===== src/rtl/peripheral_msi_uart_rx.sv =====
// 8N1 serial receiver for the MSI UART line, with a small receive FIFO on a valid/ready port.
// Framing errors and overruns are reported as single-cycle pulses.
module peripheral_msi_uart_rx #(
    parameter int BAUD_DIV   = 16,
    parameter int FIFO_DEPTH = 4
) (
    input  logic                               mclk,
    input  logic                               puc_rst,
    input  logic                               smclk_en,
    input  logic                               msi_txd,
    output logic [7:0]                         rx_data,
    output logic                               rx_valid,
    input  logic                               rx_ready,
    output logic [$clog2(FIFO_DEPTH+1)-1:0]    rx_level,
    output logic                               frame_err,
    output logic                               overrun,
    output logic [1:0]                         dbg_state
);

    localparam int CW   = $clog2(BAUD_DIV);
    localparam int PW   = $clog2(FIFO_DEPTH);
    localparam int LW   = $clog2(FIFO_DEPTH + 1);
    localparam int HALF = BAUD_DIV / 2;

    typedef enum logic [1:0] {
        IDLE  = 2'd0,
        START = 2'd1,
        DATA  = 2'd2,
        STOP  = 2'd3
    } state_t;

    // Handshake: a byte leaves the FIFO on any mclk edge where rx_valid & rx_ready;
    // rx_valid/rx_data hold steady until that happens, rx_ready is ignored while empty.

    state_t          state_q, state_d;
    logic            sync1_q, s_q, sprev_q;
    logic [CW-1:0]   cnt_q, cnt_d;
    logic [2:0]      bit_q, bit_d;
    logic [7:0]      shift_q, shift_d;
    logic            push;
    logic            ferr_d, ferr_q;
    logic            ovr_d, ovr_q;

    logic [7:0]      mem_q [FIFO_DEPTH];
    logic [PW-1:0]   wr_q, rd_q;
    logic [LW-1:0]   level_q, level_d;
    logic            full, pop, wr_en;

    logic            fall;
    logic            half_done, bit_done;

    assign fall      = sprev_q & ~s_q;
    assign half_done = smclk_en && (cnt_q == CW'(HALF - 1));
    assign bit_done  = smclk_en && (cnt_q == CW'(BAUD_DIV - 1));

    always_ff @(posedge mclk) begin
        if (puc_rst) begin
            state_q <= IDLE;
            sync1_q <= 1'b1;
            s_q     <= 1'b1;
            sprev_q <= 1'b1;
            cnt_q   <= '0;
            bit_q   <= '0;
            shift_q <= '0;
            ferr_q  <= 1'b0;
            ovr_q   <= 1'b0;
        end else begin
            state_q <= state_d;
            sync1_q <= msi_txd;
            s_q     <= sync1_q;
            sprev_q <= s_q;
            cnt_q   <= cnt_d;
            bit_q   <= bit_d;
            shift_q <= shift_d;
            ferr_q  <= ferr_d;
            ovr_q   <= ovr_d;
        end
    end

    always_comb begin
        state_d = state_q;
        cnt_d   = cnt_q;
        bit_d   = bit_q;
        shift_d = shift_q;
        push    = 1'b0;
        ferr_d  = 1'b0;
        case (state_q)
            IDLE: begin
                if (fall) begin
                    cnt_d   = '0;
                    state_d = START;
                end
            end
            START: begin
                if (half_done) begin
                    cnt_d = '0;
                    if (s_q) begin
                        state_d = IDLE;
                    end else begin
                        bit_d   = '0;
                        state_d = DATA;
                    end
                end else if (smclk_en) begin
                    cnt_d = cnt_q + CW'(1);
                end
            end
            DATA: begin
                if (bit_done) begin
                    cnt_d          = '0;
                    shift_d[bit_q] = s_q;
                    bit_d          = bit_q + 3'd1;
                    if (bit_q == 3'd7) state_d = STOP;
                end else if (smclk_en) begin
                    cnt_d = cnt_q + CW'(1);
                end
            end
            STOP: begin
                if (bit_done) begin
                    cnt_d   = '0;
                    state_d = IDLE;
                    if (s_q) push = 1'b1;
                    else     ferr_d = 1'b1;
                end else if (smclk_en) begin
                    cnt_d = cnt_q + CW'(1);
                end
            end
            default: state_d = IDLE;
        endcase
    end

    // A full FIFO still accepts a push when the same cycle pops, so no byte is lost then.
    assign full  = (level_q == LW'(FIFO_DEPTH));
    assign pop   = rx_valid & rx_ready;
    assign wr_en = push & (~full | pop);
    assign ovr_d = push & full & ~pop;

    always_comb begin
        level_d = level_q;
        if (wr_en && !pop)      level_d = level_q + LW'(1);
        else if (!wr_en && pop) level_d = level_q - LW'(1);
    end

    always_ff @(posedge mclk) begin
        if (puc_rst) begin
            wr_q    <= '0;
            rd_q    <= '0;
            level_q <= '0;
        end else begin
            if (wr_en) wr_q <= wr_q + PW'(1);
            if (pop)   rd_q <= rd_q + PW'(1);
            level_q <= level_d;
        end
    end

    always_ff @(posedge mclk) begin
        if (wr_en) mem_q[wr_q] <= shift_q;
    end

    assign rx_valid  = (level_q != '0);
    assign rx_data   = rx_valid ? mem_q[rd_q] : 8'h00;
    assign rx_level  = level_q;
    assign frame_err = ferr_q;
    assign overrun   = ovr_q;
    assign dbg_state = state_q;

endmodule

===== config.mk =====
export PLATFORM = sky130hd
export DESIGN_NAME = peripheral_msi_uart_rx
export DESIGN_NICKNAME = d
export VERILOG_FILES = /design/src/rtl/peripheral_msi_uart_rx.sv
export SDC_FILE = /design/constraint.sdc
export NUM_CORES = 1
export LEC_CHECK = 0
export BUFFER_PORTS_ARGS = -buffer_cell sky130_fd_sc_hd__buf_2
export CAP_MARGIN = 25
export CORE_UTILIZATION = 45
export DETAILED_ROUTE_END_ITERATION = 8
export HOLD_SLACK_MARGIN = 0.1
export SYNTH_ARGS = -nofsm -noshare
export SYNTH_HDL_FRONTEND = slang
export SYNTH_SLANG_ARGS = --single-unit

===== constraint.sdc =====
create_clock -name mclk -period 3.3 [get_ports mclk]
set_input_delay 0.33 -clock mclk [delete_from_list [all_inputs] [get_ports mclk]]
set_output_delay 0.33 -clock mclk [all_outputs]
set_load 0.02 [all_outputs]

==> metrics.md <==
| Metric | Value |
|---|---|
| Outcome | `finished clean` |
| CP startpoint kind | `flip-flop` |
| DP HPWL | `3113 um` |
| ANT nets after route | `0` |
| Largest net degree at the start of global routing | `36` |
| Register area | `1582 um2` |
| Die height | `80.96 um` |
| First drt pass iteration count | `4` |
| Final setup viols | `0` |
| Multi-input logic area | `1136 um2` |
| Asr flop ratio synth | `0` |
| Worst slew margin | `0.6231` |
| Tcrit/Tclk final | `0.7809` |
| Final net count | `252` |
| Post-CTS sizing | `0` |
| Clock buffer count from CTS | `9` |
| Warnings, synthesis | `0` |
| Pwr/cell area | `494.2 nW/um2` |
| Remaining global-route overflow | `0` |
| # IOs | `21` |
| Layout fillers | `529` |
| Total Wirelength | `4736 um` |
| Register area share after synthesis | `0.5638` |
| Share of cells above drive strength 1 | `0.2181` |
| Cell Area, Synth | `2805 um2` |
| I/O Buffers | `20` |
| Sink Count | `63` |
| Root Buffer Master | `clkbuf_8` |
| Rows | `28` |
| Measured slew at the worst slew-check pin | `0.5638 ns` |
| Final max-slew violation count | `0` |
| Critical path type | `flip-flop to flip-flop` |
| CP endpoint kind | `flip-flop` |
| CP Buf/Inv Count | `1` |
| Worst VDD drop | `239.2 uV` |
| Worst-path fanout max | `17` |
| Synth-to-layout area growth | `12.76%` |
| Drt wl/cell | `14.89 um` |
| CP Data Arrival Time | `2.83 ns` |
| Unrepaired setup endpoints after global routing | `false` |
| Top FF cell, synth | `edfxtp_1` |
| CTS clk-pin slew, worst paths | `0.07 ns` |
| All-Layer GR Usage | `0.1616` |
| Vias per cell | `5.343` |
| Syn_area_per_cell | `12.93 um2` |
| Critical Path RT | `3.55 ns` |
| Hold Vio Cnt, Final | `0` |
| First-pass GRT wire length | `7776 um` |
| CTS HTree Levels | `3` |
| Post-synth EDFFs | `32` |
| Synth Instances | `217` |
| Maxcap violations | `0` |
| Min-Delay Path Class | `input pin to flip-flop` |
| Worst Clk Skew | `0.007560 ns` |
| CTS tree | `yes` |
| Total number of vias | `1,699` |
| Setup Fix Bufs, Post-CTS | `0` |
| Final Critical Period | `2.577 ns` |
| Crit path cell chain | `nand3_1 -> nor3_2 -> ha_1 -> inv_1 -> fa_1 -> xor2_1 -> or3_1 -> a21oi_1` |
| TNS Setup | `0 ns` |
| Area after DPL | `2949 um2` |
| # diodes | `0` |
| Most common cell after layout, fill and taps aside | `edfxtp_1` |
| Max Buffers Root-to-Sink | `2` |
| Clock latency on the worst-skew pair | `0.33 ns` |
| Detailed router's first-iteration violation count | `59` |
| CORE AREA | `5956 um2` |
| Slowest stage delay, CP | `0.63 ns` |
| Syn_nets | `231` |
| # hold bufs at CTS | `0` |
| Static Leakage | `1.239 nW` |
| Seq cells post-synth | `63` |
| Commonest cells after routing, fill and taps aside | `edfxtp_1 (32), dfxtp_1 (31), buf_2 (20)` |
| Initial Util | `0.4710` |
| Slowest stage cell on the critical path | `dfxtp_1` |
| Vias in the first global route | `1,625` |
| Final instance area | `3163 um2` |
| F_max | `388.0 MHz` |
| Initial antenna violation count | `0` |
| Die X | `80.96 um` |
| Core Util, Final | `0.5311` |
| Netlist cell types | `48` |
| Die area | `6554 um2` |
| Delay-heaviest family, CP | `simple AND/OR/NAND/NOR gates` |
| DRC errors left | `0` |
| Gpl congestion | `0.7323` |
[logic make-up (layout without fill, tap and decap cells)]
group / count (synthesis) / in the layout / share of synthesized area
xor+xnor: 5 / 5 / 0.01561
fa+ha+maj: 9 / 9 / 0.04282
mux: 19 / 19 / 0.1035
compound gates: 23 / 23 / 0.06156
flops: 63 / 63 / 0.5638
buf+inv: 19 / 45 / 0.03122
simple gates: 79 / 79 / 0.1815
[power by group]
group	switching (mW)	internal (mW)
Clock	0.278	0.440
Combinational	0.0144	0.0100
Sequential	0.00409	0.817
Total	0.297	1.27
[cell type report]
type	instances	area share
Clock buffer	11	0.04470
Clock inverter	5	0.02294
Inverter	8	0.009494
Multi-Input combinational cell	135	0.3592
Sequential cell	63	0.5000
Tap cell	75	0.02967
Timing Repair Buffer	21	0.03402
[layer usage]
metal	up-vias	track usage	wire [um]
met4	0	0.08036	70
met2	21	0.2655	2301
li1	855	-	-
met3	6	0.03371	118
met1	817	0.2013	2245
met5	-	0	0
[cells in the mapped netlist (all sizes together), types with 5 or more instances]
master / n / area (um2)
edfxtp: 32 / 960.9
nand2b: 14 / 87.58
nor2: 8 / 30.03
nand4: 6 / 43.79
clkbuf: 5 / 18.77
nor2b: 10 / 62.56
dfxtp: 31 / 620.6
mux4: 8 / 180.2
ha: 8 / 100.1
xor2: 5 / 43.79
nand3: 8 / 40.04
a21oi: 6 / 41.29
mux2i: 11 / 110.1
inv: 8 / 30.03
buf: 6 / 38.79
[registers in the layout, summed over array words and instances, names as in the netlist, named ones only]
name,flops
mem_q,32
shift_q,8
cnt_q,4
bit_q,3
rx_level,3
rd_q,2
wr_q,2
dbg_state,1
frame_err,1
overrun,1
s_q,1
sprev_q,1
sync1_q,1
[stage by stage]
stage,hold slack (ns),power [mW],worst slack [ns],cells
detailed placement,0.3981,0.8631,0.7271,302
global placement,0.4056,0.8626,0.8662,302
finish,0.1841,1.563,0.7229,318
floorplan,0.3895,0.8553,1.037,217
global route,0.1777,1.618,0.4655,318
CTS,0.1725,1.576,0.7254,318
[final timing paths]
check                      to  cells past startpoint       from  slack, ns
setup reg to reg  rx_level[2]                      8  flip-flop       0.72
hold / removal        sync1_q                      2    msi_txd       0.18
hold reg to reg           s_q                      1    sync1_q       0.41
setup / recovery  rx_level[2]                      8  flip-flop       0.72
No activity file was read; power rests on OpenSTA's default activity.
